[src/rtl/qoi_frame_decode_ctrl_if.sv]
// Handshake bundle between the QOI frame sequencer and its chunk buffer, decoder and framebuffer writer.
// master = sequencer side, slave = surrounding blocks.
interface qoi_frame_decode_ctrl_if #(
    parameter int ADDR_W = 17
) ();
    logic              start;
    logic              busy;
    logic              frame_done;
    logic              chunk_valid;
    logic              chunk_ack;
    logic              dec_rst_n;
    logic              dec_en;
    logic              dec_done;
    logic [11:0]       dec_rgb;
    logic              pix_valid;
    logic              pix_ready;
    logic [ADDR_W-1:0] pix_addr;
    logic [11:0]       pix_data;
    logic              overrun;

    modport master (
        input  start, chunk_valid, dec_done, dec_rgb, pix_ready,
        output busy, frame_done, chunk_ack, dec_rst_n, dec_en,
               pix_valid, pix_addr, pix_data, overrun
    );

    modport slave (
        output start, chunk_valid, dec_done, dec_rgb, pix_ready,
        input  busy, frame_done, chunk_ack, dec_rst_n, dec_en,
               pix_valid, pix_addr, pix_data, overrun
    );
endinterface

[src/rtl/qoi_frame_decode_ctrl.sv]
// Frame sequencer for the QOI RGB444 chunk decoder: feeds chunks, resets the decoder between them
// and streams pixels to the framebuffer. Optional sticky overrun flag under QOI_OVERRUN_FLAG_EN.
module qoi_frame_decode_ctrl #(
    parameter int FRAME_PIXELS = 76800,
    parameter int ADDR_W       = 17
) (
    input  logic                          clk,
    input  logic                          rst_n,
    qoi_frame_decode_ctrl_if.master       bus
);
    localparam logic [ADDR_W-1:0] FP = ADDR_W'(FRAME_PIXELS);

    typedef enum logic [2:0] {IDLE, WAIT_CHUNK, DECODE, DRAIN, CLEAR, DONE} state_t;

    state_t            state_q, state_d;
    logic              busy_q, busy_d;
    logic              pend_q, pend_d;
    logic [ADDR_W-1:0] issued_q, issued_d;
    logic [ADDR_W-1:0] addr_q, addr_d;
    logic              start_acc, limit_hit, xfer;
    logic              dec_en, clr_pulse, frame_done, chunk_ack;

    assign start_acc = (state_q == IDLE) && bus.start;
    assign limit_hit = (issued_q == FP);
    assign xfer      = pend_q && bus.pix_ready;

    always_ff @(posedge clk or negedge rst_n) begin
        if (!rst_n) state_q <= IDLE;
        else        state_q <= state_d;
    end

    always_comb begin
        state_d = state_q;
        unique case (state_q)
            IDLE:       if (bus.start) state_d = WAIT_CHUNK;
            WAIT_CHUNK: if (bus.chunk_valid) state_d = DECODE;
            DECODE:     if (bus.dec_done || limit_hit) state_d = DRAIN;
            // The last pixel must leave before the decoder reset wipes dec_rgb.
            DRAIN:      if (!pend_q) state_d = CLEAR;
            CLEAR:      state_d = (addr_q == FP) ? DONE : WAIT_CHUNK;
            DONE:       state_d = IDLE;
            default:    state_d = IDLE;
        endcase
    end

    always_comb begin
        dec_en     = 1'b0;
        clr_pulse  = 1'b0;
        frame_done = 1'b0;
        chunk_ack  = 1'b0;
        unique case (state_q)
            DECODE:  dec_en = !bus.dec_done && (issued_q < FP) && (!pend_q || bus.pix_ready);
            CLEAR: begin
                clr_pulse = 1'b1;
                chunk_ack = 1'b1;
            end
            DONE:    frame_done = 1'b1;
            default: ;
        endcase
    end

    always_comb begin
        busy_d = busy_q;
        if (start_acc)              busy_d = 1'b1;
        else if (state_q == DONE)   busy_d = 1'b0;

        pend_d = dec_en || (pend_q && !bus.pix_ready);

        issued_d = issued_q;
        if (start_acc)   issued_d = '0;
        else if (dec_en) issued_d = issued_q + 1'b1;

        addr_d = addr_q;
        if (start_acc) addr_d = '0;
        else if (xfer) addr_d = addr_q + 1'b1;
    end

    always_ff @(posedge clk or negedge rst_n) begin
        if (!rst_n) begin
            busy_q   <= 1'b0;
            pend_q   <= 1'b0;
            issued_q <= '0;
            addr_q   <= '0;
        end else begin
            busy_q   <= busy_d;
            pend_q   <= pend_d;
            issued_q <= issued_d;
            addr_q   <= addr_d;
        end
    end

`ifdef QOI_OVERRUN_FLAG_EN
    logic overrun_q, overrun_d;

    // Surplus pixels: the frame filled before the decoder ran out of chunk bytes.
    always_comb begin
        overrun_d = overrun_q;
        if (start_acc) overrun_d = 1'b0;
        else if (state_q == DECODE && limit_hit && !bus.dec_done) overrun_d = 1'b1;
    end

    always_ff @(posedge clk or negedge rst_n) begin
        if (!rst_n) overrun_q <= 1'b0;
        else        overrun_q <= overrun_d;
    end

    assign bus.overrun = overrun_q;
`else
    assign bus.overrun = 1'b0;
`endif

    assign bus.busy       = busy_q;
    assign bus.frame_done = frame_done;
    assign bus.chunk_ack  = chunk_ack;
    assign bus.dec_en     = dec_en;
    assign bus.dec_rst_n  = rst_n && !clr_pulse;
    assign bus.pix_valid  = pend_q;
    assign bus.pix_addr   = addr_q;
    assign bus.pix_data   = bus.dec_rgb;
endmodule

[src/flat_wrapper.sv]
// flat-port wrapper written by rule: the top's interface ports become plain ports
module qoi_frame_decode_ctrl_flat 
#(
    parameter int FRAME_PIXELS = 76800,
    parameter int ADDR_W       = 17
)
  (clk, rst_n, bus_start, bus_chunk_valid, bus_dec_done, bus_dec_rgb, bus_pix_ready, bus_busy, bus_frame_done, bus_chunk_ack, bus_dec_rst_n, bus_dec_en, bus_pix_valid, bus_pix_addr, bus_pix_data, bus_overrun);
  qoi_frame_decode_ctrl_if #(.ADDR_W(ADDR_W)) bus_i ();
  input  logic clk;
  input  logic rst_n;
  input wire logic [$bits(bus_i.start)-1:0] bus_start;
  input wire logic [$bits(bus_i.chunk_valid)-1:0] bus_chunk_valid;
  input wire logic [$bits(bus_i.dec_done)-1:0] bus_dec_done;
  input wire logic [$bits(bus_i.dec_rgb)-1:0] bus_dec_rgb;
  input wire logic [$bits(bus_i.pix_ready)-1:0] bus_pix_ready;
  output wire logic [$bits(bus_i.busy)-1:0] bus_busy;
  output wire logic [$bits(bus_i.frame_done)-1:0] bus_frame_done;
  output wire logic [$bits(bus_i.chunk_ack)-1:0] bus_chunk_ack;
  output wire logic [$bits(bus_i.dec_rst_n)-1:0] bus_dec_rst_n;
  output wire logic [$bits(bus_i.dec_en)-1:0] bus_dec_en;
  output wire logic [$bits(bus_i.pix_valid)-1:0] bus_pix_valid;
  output wire logic [$bits(bus_i.pix_addr)-1:0] bus_pix_addr;
  output wire logic [$bits(bus_i.pix_data)-1:0] bus_pix_data;
  output wire logic [$bits(bus_i.overrun)-1:0] bus_overrun;
  assign bus_i.start = bus_start;
  assign bus_i.chunk_valid = bus_chunk_valid;
  assign bus_i.dec_done = bus_dec_done;
  assign bus_i.dec_rgb = bus_dec_rgb;
  assign bus_i.pix_ready = bus_pix_ready;
  assign bus_busy = bus_i.busy;
  assign bus_frame_done = bus_i.frame_done;
  assign bus_chunk_ack = bus_i.chunk_ack;
  assign bus_dec_rst_n = bus_i.dec_rst_n;
  assign bus_dec_en = bus_i.dec_en;
  assign bus_pix_valid = bus_i.pix_valid;
  assign bus_pix_addr = bus_i.pix_addr;
  assign bus_pix_data = bus_i.pix_data;
  assign bus_overrun = bus_i.overrun;
  qoi_frame_decode_ctrl #(.FRAME_PIXELS(FRAME_PIXELS), .ADDR_W(ADDR_W)) u_core (.clk(clk), .rst_n(rst_n), .bus(bus_i));
endmodule
[config.mk]
export PLATFORM = sky130hd
export DESIGN_NAME = qoi_frame_decode_ctrl_flat
export DESIGN_NICKNAME = d
export VERILOG_FILES = /design/src/rtl/qoi_frame_decode_ctrl_if.sv /design/src/rtl/qoi_frame_decode_ctrl.sv /design/src/flat_wrapper.sv
export SDC_FILE = /design/constraint.sdc
export NUM_CORES = 1
export LEC_CHECK = 0
export ABC_AREA = 1
export CAP_MARGIN = 25
export CORE_AREA = 2 2 79 81
export DETAILED_ROUTE_END_ITERATION = 16
export DIE_AREA = 0 0 81 83
export GPL_TIMING_DRIVEN = 0
export PLACE_DENSITY = 0.7
export SYNTH_ARGS = -nofsm -noshare
export SYNTH_HDL_FRONTEND = slang
export SYNTH_SLANG_ARGS = --single-unit
[constraint.sdc]
create_clock -name clk -period 1.85 [get_ports clk]
set_input_delay 0.2775 -clock clk [delete_from_list [all_inputs] [get_ports clk]]
set_output_delay 0.2775 -clock clk [all_outputs]
set_load 0.01 [all_outputs]
Word-level counts from Yosys, hierarchy flattened
Index checks and enable logic that the tools add are counted.
{"block": "totals", "regBits": 39, "inputBits": 18, "elab_cells": 52}
{"block": "op_classes", "addsub": 2, "magnitude_cmp": 1, "n_eq_ne": 11, "n_mux": 15, "reduce_logical": 18}
{"op": "17-bit two-way mux", "count": 4}
{"op": "17-bit by 1-bit adder with 17-bit output, second input constant", "count": 2}
{"op": "17-bit equality test, second input constant", "count": 2}
{"op": "17-bit less-than comparator, second input constant", "count": 1}
{"op": "3-bit two-way mux", "count": 5}
{"op": "3-bit one-hot mux with 5 select lines", "count": 1}
{"op": "3-bit by 2-bit equality test with 1-bit output, second input constant", "count": 2}
{"op": "3-bit equality test, second input constant", "count": 2}
{"op": "1-bit logical AND", "count": 6}
{"op": "2-bit inequality test, second input constant", "count": 3}
{"op": "2-bit nonzero test", "count": 3}
{"op": "1-bit two-way mux", "count": 5}
{"op": "1-bit logical NOT", "count": 4}
{"op": "4-bit AND reduction", "count": 1}
{"op": "3-bit by 1-bit equality test with 1-bit output, second input constant", "count": 1}
{"op": "3-bit logical NOT", "count": 1}
{"op": "1-bit logical OR", "count": 3}
{"op": "2-bit by 1-bit inequality test with 1-bit output, second input constant", "count": 1}

Logic depth before layout (Yosys ltp)
Gate-level depths: netlist of run 1.
{"block": "depth", "word_depth": 6, "ltp_mapped": 11}

Worst setup path after synthesis of run 1
No wires, ideal clock.
{"block": "synth_timing", "path_type": "reg-to-output", "startpoint": "register u_core.issued_q[14]", "endpoint": "output port bus_dec_en", "arrival_time_ns": 1.110, "required_ns": 1.572, "slack_ns": 0.463, "stages_incl_launch_ff": 5, "cell_sequence": "dfrtp_1 o21ai_0 nand3_2 nor2_4 buf_6"}
{"block": "synth_via", "elab_chain_cells": 4}
{"item": "start, declared", "line_no": "qoi_frame_decode_ctrl.sv:18", "text": "logic [ADDR_W-1:0] issued_q, issued_d;"}
{"item": "start signal, assigned", "line_no": "qoi_frame_decode_ctrl.sv:87", "text": "issued_q <= issued_d;"}
{"item": "17-bit less-than comparator", "line_no": "qoi_frame_decode_ctrl.sv:52", "text": "DECODE: dec_en = !bus.dec_done && (issued_q < FP) && (!pend_q || bus.pix_ready);"}
{"item": "1-bit logical AND (2 in series)", "line_no": "qoi_frame_decode_ctrl.sv:52"}
{"item": "1-bit two-way mux", "line_no": "qoi_frame_decode_ctrl.sv:51", "text": "unique case (state_q)"}
{"item": "end, declared", "line_no": "flat_wrapper.sv:20", "text": "output wire logic [$bits(bus_i.dec_en)-1:0] bus_dec_en;"}
Every way passes these cells.

Worst setup path in the final report of run 1
{"block": "layout_timing", "startpoint": "register u_core.state_q[2]", "endpoint": "output port bus_chunk_ack"}
{"block": "layout_via", "elab_chain_cells": 2}
{"item": "start, declared", "line_no": "qoi_frame_decode_ctrl.sv:15", "text": "state_t state_q, state_d;"}
{"item": "start signal, assigned", "line_no": "qoi_frame_decode_ctrl.sv:29", "text": "else state_q <= state_d;"}
{"item": "3-bit equality test", "line_no": "qoi_frame_decode_ctrl.sv:51"}
{"item": "1-bit two-way mux", "line_no": "qoi_frame_decode_ctrl.sv:51"}
{"item": "end, declared", "line_no": "flat_wrapper.sv:18", "text": "output wire logic [$bits(bus_i.chunk_ack)-1:0] bus_chunk_ack;"}
Every way passes these cells.

==> results of run 1 <==
cells in the final DEF (no fill, tap or decap), types with 6 or more instances in the layout:
| master | Yosys | final |
|---|---|---|
| nand2_1 | 101 | 99 |
| inv_1 | 46 | 44 |
| nand4_1 | 19 | 19 |
| buf_4 | 13 | 26 |
| dfrtp_1 | 39 | 33 |
| o21ai_0 | 18 | 17 |
| dfrtp_2 | 0 | 6 |
| a21oi_1 | 9 | 9 |
| clkdlybuf4s50_1 | 0 | 35 |
| nor2_1 | 57 | 55 |
| nand3_1 | 29 | 28 |
final cells by class:
type | count | share of cell area, %
buffer | 19 | 4.17
clock buffer | 5 | 2.05
clock inverter | 2 | 1.12
inverter | 49 | 5.47
multi-input combinational | 271 | 39.0
sequential | 39 | 29.3
tap | 75 | 2.79
timing repair buffer | 56 | 16.2
report_power, final:
group          total (µW)  switching (µW)  internal (µW)
Clock                 706             311            394
Combinational        1250             726            526
Sequential           1110             135            977
Total                3070            1170           1900
state kept, by name, indices dropped and copies added, names as in the netlist:
signal                count
u_core.bus.pix_addr      17
u_core.issued_q          17
u_core.state_q            3
u_core.bus.busy           1
u_core.bus.pix_valid      1
per-stage QoR:
step	TNS, ns	utilization [%]	hold WS [ns]	area, µm²
floorplan	0	-	-0.0181	2580
global placement	-23.82	52.8	0.530	3070
detailed placement	-0.988	53.1	0.236	3090
CTS	-0.0657	56.0	0.451	3250
global route	0	57.8	0.519	3360
finish	0	57.8	0.514	3360
kinds of logic (layout without fill, tap and decap cells):
kind of cell / Yosys count / after routing / share of synthesized area, %
and+or+nand+nor: 224 / 224 / 38.1
buffers and inverters: 68 / 131 / 12.6
AOI/OAI and AO/OA: 39 / 39 / 8.31
DFF: 39 / 39 / 37.9
adders and majority gates: 4 / 4 / 1.94
xor gates and xnor gates: 3 / 3 / 1.02
other: 1 / 1 / 0.146
routing by layer:
layer	track usage [%]	share of wire [%]	vias up
met5	0	0	-
met4	4.93	1.2	0
met3	5.22	7.6	6
met2	32.4	47	105
met1	27.7	45	1237
li1	-	-	1322
critical path, stage by stage (launching register included):
cell and delay (ns):
dfrtp_1 0.41, inv_2 0.06, buf_4 0.13, buf_4 0.14, nor2_2 0.17, dlygate4sd2_1 0.29
cells in the mapped netlist:
cell,count
nand2_2,2
o21bai_1,5
o21ai_1,4
nor2_1,57
nand3_1,29
buf_6,2
or2_2,2
conb_1,1
nand3_2,1
nor2_2,2
inv_2,3
buf_2,4
dfrtp_1,39
and2_1,1
nor2_4,3
nand4_1,19
nor3_1,6
a22oi_1,1
a21boi_0,1
xor2_1,3
inv_1,46
nand3b_1,1
a21oi_1,9
o21ai_0,18
a31oi_1,1
nand2_1,101
buf_4,13
ha_1,4
worst max path at each step:
stage,end,slack (ns)
5_1_grt,u_core.bus.pix_addr[12],0.01
2_1_floorplan,bus_dec_en,0.46
3_3_place_gp,bus_dec_rst_n,-1.32
3_5_place_dp,bus_dec_en,-0.41
4_1_cts,bus_dec_en,-0.07
6_report,bus_chunk_ack,0.09
timing repair:
| action | CTS | global route |
|---|---|---|
| pin swaps | 1 | 2 |
| hold buffers | 2 | 0 |
| endpoints found under the setup margin | 4 | 5 |
| cloned | 0 | 1 |
| endpoints found under the hold margin | 16 | 0 |
| setup buffers | 4 | 8 |
| resized for setup | 13 | 16 |
==> results_dict.tcl, run 1 <==
set metrics [dict create \
    core_area_mm2 0.00582 \
    layout.cells.non_filler 516 \
    synth_area_leaders "dfrtp_1 (38%), nand2_1 (15%), nor2_1 (8.3%)" \
    synth.top_cell.area_share_pct 37.9 \
    finalWorstSetupSlack_ns 0.0896 \
    fillCellCount 558 \
    synth_nets 400 \
    cp_max_fo 4 \
    drc 0 \
    rsz0062_at_grt "false" \
    cts-root-buf "clkbuf_8" \
    port_buffers 40 \
    cts.sinks 39 \
    drt_pre_antenna_iters 5 \
    avgSynthCellArea_um2 6.82 \
    dieHeight_um 83 \
    fp.dieW_um 81 \
    period_minus_slack_ns 1.76 \
    leakagePower_uw 0.00157 \
    synthCells 378 \
    drv_slew 0 \
    rows 28 \
    dp_hpwl_um 4800 \
    wl_um 6770 \
    slew_headroom_pct 50.5 \
    crit_type "flop to output port" \
    ys_ff_latch 39 \
    finalSetupViolations 0 \
    yosysTopAreaCell "dfrtp_1" \
    areaGrowthSynthToFinish_pct 30.5 \
    cts_buffers 5 \
    start_util_pct 44.3 \
    ios 54 \
    insertedDiodeCount 0 \
    ff2ff_path_depth 7 \
    max_freq_ghz 0.568 \
    yosys.cell_types.count 28 \
    grt_pass1_wl_um 11000 \
    place_congestion 0.905 \
    hp-class "primary input to async pin" \
    ir_drop_mv 0.464 \
    grt_remaining_overflow 0 \
    cts_max_level 2 \
    grt_antenna_before_repair 0 \
    crit_path_end_kind "output port" \
    r2r-start "u_core.bus.pix_addr[2]" \
    clkLatencyLatePin_ns 0.29 \
    grt_max_degree 25 \
    final_nets 463 \
    ys_seq_area_share_pct 37.9 \
    worstPathRequired_ns 1.57 \
    worst-slew-pin-transition_ns 0.742 \
    clk_path_buf_depth 2 \
    reg2reg_slack_ns 0.17 \
    seq_area_um2 983 \
    reg2reg_to "u_core.bus.pix_addr[11]" \
    totalPowerFinal_uw 3070 \
    post_drt_wl_per_cell_um 13.1 \
    powerDensity_mw_per_mm2 913 \
    num_vias 2670 \
    multi_input_area_mm2 0.00131 \
    cp.arrival_ns 1.48 \
    first_global_vias 2380 \
    synth_warnings 0 \
    crit_start "u_core.state_q[2]" \
    die_area_mm2 0.00672 \
    postRouteAntennaNets 0 \
    via_per_inst 5.17 \
    netlist_area_mm2 0.00258 \
    drt_iter0_markers 291 \
    dp_slack_ns -0.413 \
    clk_pin_slew_ns 0.08 \
    post-route-period-util_pct 95.2 \
    start_kind "flop" \
    cts_tree "yes" \
    skew_ns 0.00347 \
    layout-drive-gt1-share_pct 16.1 \
    drv_cap 0 \
    dp_cells 494 \
    hold_viol 0 \
    status "finished clean" \
    grt_use_total_pct 20.4 \
]
Note: power is estimated with default switching activity, not from simulation.
==> run 2, diff against run 1 <==
--- a/config.mk
+++ b/config.mk
@@ -12,6 +12,7 @@
 export DIE_AREA = 0 0 81 83
 export GPL_TIMING_DRIVEN = 0
 export PLACE_DENSITY = 0.7
+export RECOVER_POWER = 50
 export SYNTH_ARGS = -nofsm -noshare
 export SYNTH_HDL_FRONTEND = slang
 export SYNTH_SLANG_ARGS = --single-unit
==> run 2 against run 1 <==
  * Via count down 0.64%
  * Design area decreased by 0.93%
  * Cell count stayed put
  * Non-clock buffer count is the same
  * Die area unchanged
  * Routed wire length is essentially flat
  * Count of clock-buffer cells in the layout did not move
  * Critical path type unchanged
  * Critical endpoint unchanged
==> results_dict.tcl, run 2 (synthesized netlist as in run 1, its figures left out) <==
set metrics [dict create \
    grt_antenna_before_repair 0 \
    cp.arrival_ns 1.48 \
    drv_slew 0 \
    leakagePower_uw 0.00155 \
    fp.dieW_um 81 \
    grt_pass1_wl_um 11000 \
    postRouteAntennaNets 0 \
    final_nets 463 \
    crit_type "flop to output port" \
    dp_hpwl_um 4800 \
    clk_pin_slew_ns 0.08 \
    drt_iter0_markers 292 \
    cts-root-buf "clkbuf_8" \
    hp-class "primary input to async pin" \
    ir_drop_mv 0.464 \
    dp_slack_ns -0.413 \
    areaGrowthSynthToFinish_pct 29.2 \
    post_drt_wl_per_cell_um 13.1 \
    r2r-start "u_core.state_q[1]" \
    layout-drive-gt1-share_pct 15.6 \
    wl_um 6770 \
    cp_max_fo 4 \
    ios 54 \
    hold_viol 0 \
    cts_tree "yes" \
    start_kind "flop" \
    finalHoldWorstSlack_ns 0.502 \
    die_area_mm2 0.00672 \
    final_cell_mix "nand2_1 (99), nor2_1 (55), inv_1 (44)" \
    worst-slew-pin-transition_ns 0.882 \
    cts_max_level 2 \
    core_area_mm2 0.00582 \
    worstPathRequired_ns 1.57 \
    final_common_cell "nand2_1" \
    finalWorstSetupSlack_ns 0.0887 \
    multi_input_area_mm2 0.00131 \
    rows 28 \
    grt_max_degree 25 \
    grt_use_total_pct 20.4 \
    status "finished clean" \
    slew_headroom_pct 41.2 \
    drc 0 \
    clk_path_buf_depth 2 \
    totalPowerFinal_uw 3060 \
    drv_cap 0 \
    fillCellCount 564 \
    finalSetupViolations 0 \
    max_freq_ghz 0.568 \
    grt_remaining_overflow 0 \
    port_buffers 40 \
    clkLatencyLatePin_ns 0.29 \
    via_per_inst 5.14 \
    start_util_pct 44.3 \
    reg2reg_slack_ns 0.11 \
    powerDensity_mw_per_mm2 918 \
    num_vias 2653 \
    insertedDiodeCount 0 \
    dieHeight_um 83 \
    seq_area_um2 983 \
    cts.sinks 39 \
    place_congestion 0.905 \
    first_global_vias 2380 \
    cts_buffers 5 \
    crit_start "u_core.state_q[2]" \
    crit_path_end_kind "output port" \
    skew_ns 0.00378 \
    drt_pre_antenna_iters 5 \
    post-route-period-util_pct 95.2 \
    period_minus_slack_ns 1.76 \
    rsz0062_at_grt "false" \
]
run 2: changes by cell type in the layout (fill, tap and decap cells not counted), sizes merged:
cell,before,now
buf,34,33
clkbuf,7,9
clkdlybuf4s50,35,21
dlygate4sd3,1,15
dlymetal6s4s,1,0
run 2: worst paths after layout:
| check | end | cells past startpoint |
|---|---|---|
| max | bus_chunk_ack | 5 |
| min | u_core.bus.pix_addr[8] | 3 |
| max reg2reg | u_core.bus.pix_addr[13] | 7 |
| min reg2reg | u_core.bus.busy | 2 |
| max in group asynchronous | u_core.issued_q[11] | 3 |
| min in group clk | u_core.bus.busy | 2 |
run 2: repair_timing:
action	in CTS	in global routing
hold buffers	2	0
setup endpoints to repair	4	5
gates cloned	0	1
pin swaps	1	2
setup buffers	4	8
resized for setup	13	16
hold endpoints to repair	16	0
run 2: layout make-up:
type	count	area share (%)
clock buffer	5	2.07
clock inverter	2	1.13
sequential	39	29.5
buffer	19	4.17
timing repair buffer	56	15.4
tap	75	2.82
multi-input combinational	271	39.3
inverter	49	5.52
run 2: metrics by stage:
step	instance area (µm²)	utilization, %	instances	TNS, ns
6_report	3330	57.3	516	0
3_3_place_gp	3070	52.8	493	-23.82
3_5_place_dp	3090	53.1	494	-0.988
4_1_cts	3250	56.0	507	-0.0657
2_1_floorplan	2580	-	378	0
5_1_grt	3330	57.3	516	0
run 2: worst max-delay path, cell delays in order (launching register included):
cell and delay (ns):
dfrtp_1 0.41, inv_2 0.06, buf_4 0.13, buf_4 0.14, nor2_2 0.17, dlygate4sd2_1 0.29
run 2: report_power, final:
group | total (µW) | internal, µW | switching, µW | leakage, µW
combinational | 1230 | 507 | 725 | 0.000980
clock | 713 | 395 | 318 | 0.0000502
sequential | 1110 | 977 | 135 | 0.000521
run 2: metal layers:
metal	up-vias	wire, µm	GRT usage (%)
met2	104	3170	32.4
met3	6	556	5.22
met1	1226	2980	27.7
met5	-	0	0
met4	0	65	4.93
li1	1317	-	-
==> run 3, diff against run 2 <==
--- a/config.mk
+++ b/config.mk
@@ -8,6 +8,7 @@
 export ABC_AREA = 1
 export CAP_MARGIN = 25
 export CORE_AREA = 2 2 79 81
+export CTS_CLUSTER_SIZE = 14
 export DETAILED_ROUTE_END_ITERATION = 16
 export DIE_AREA = 0 0 81 83
 export GPL_TIMING_DRIVEN = 0
==> results of run 3 <==
No change in the layout: final DEF, timing and power equal those of run 2.
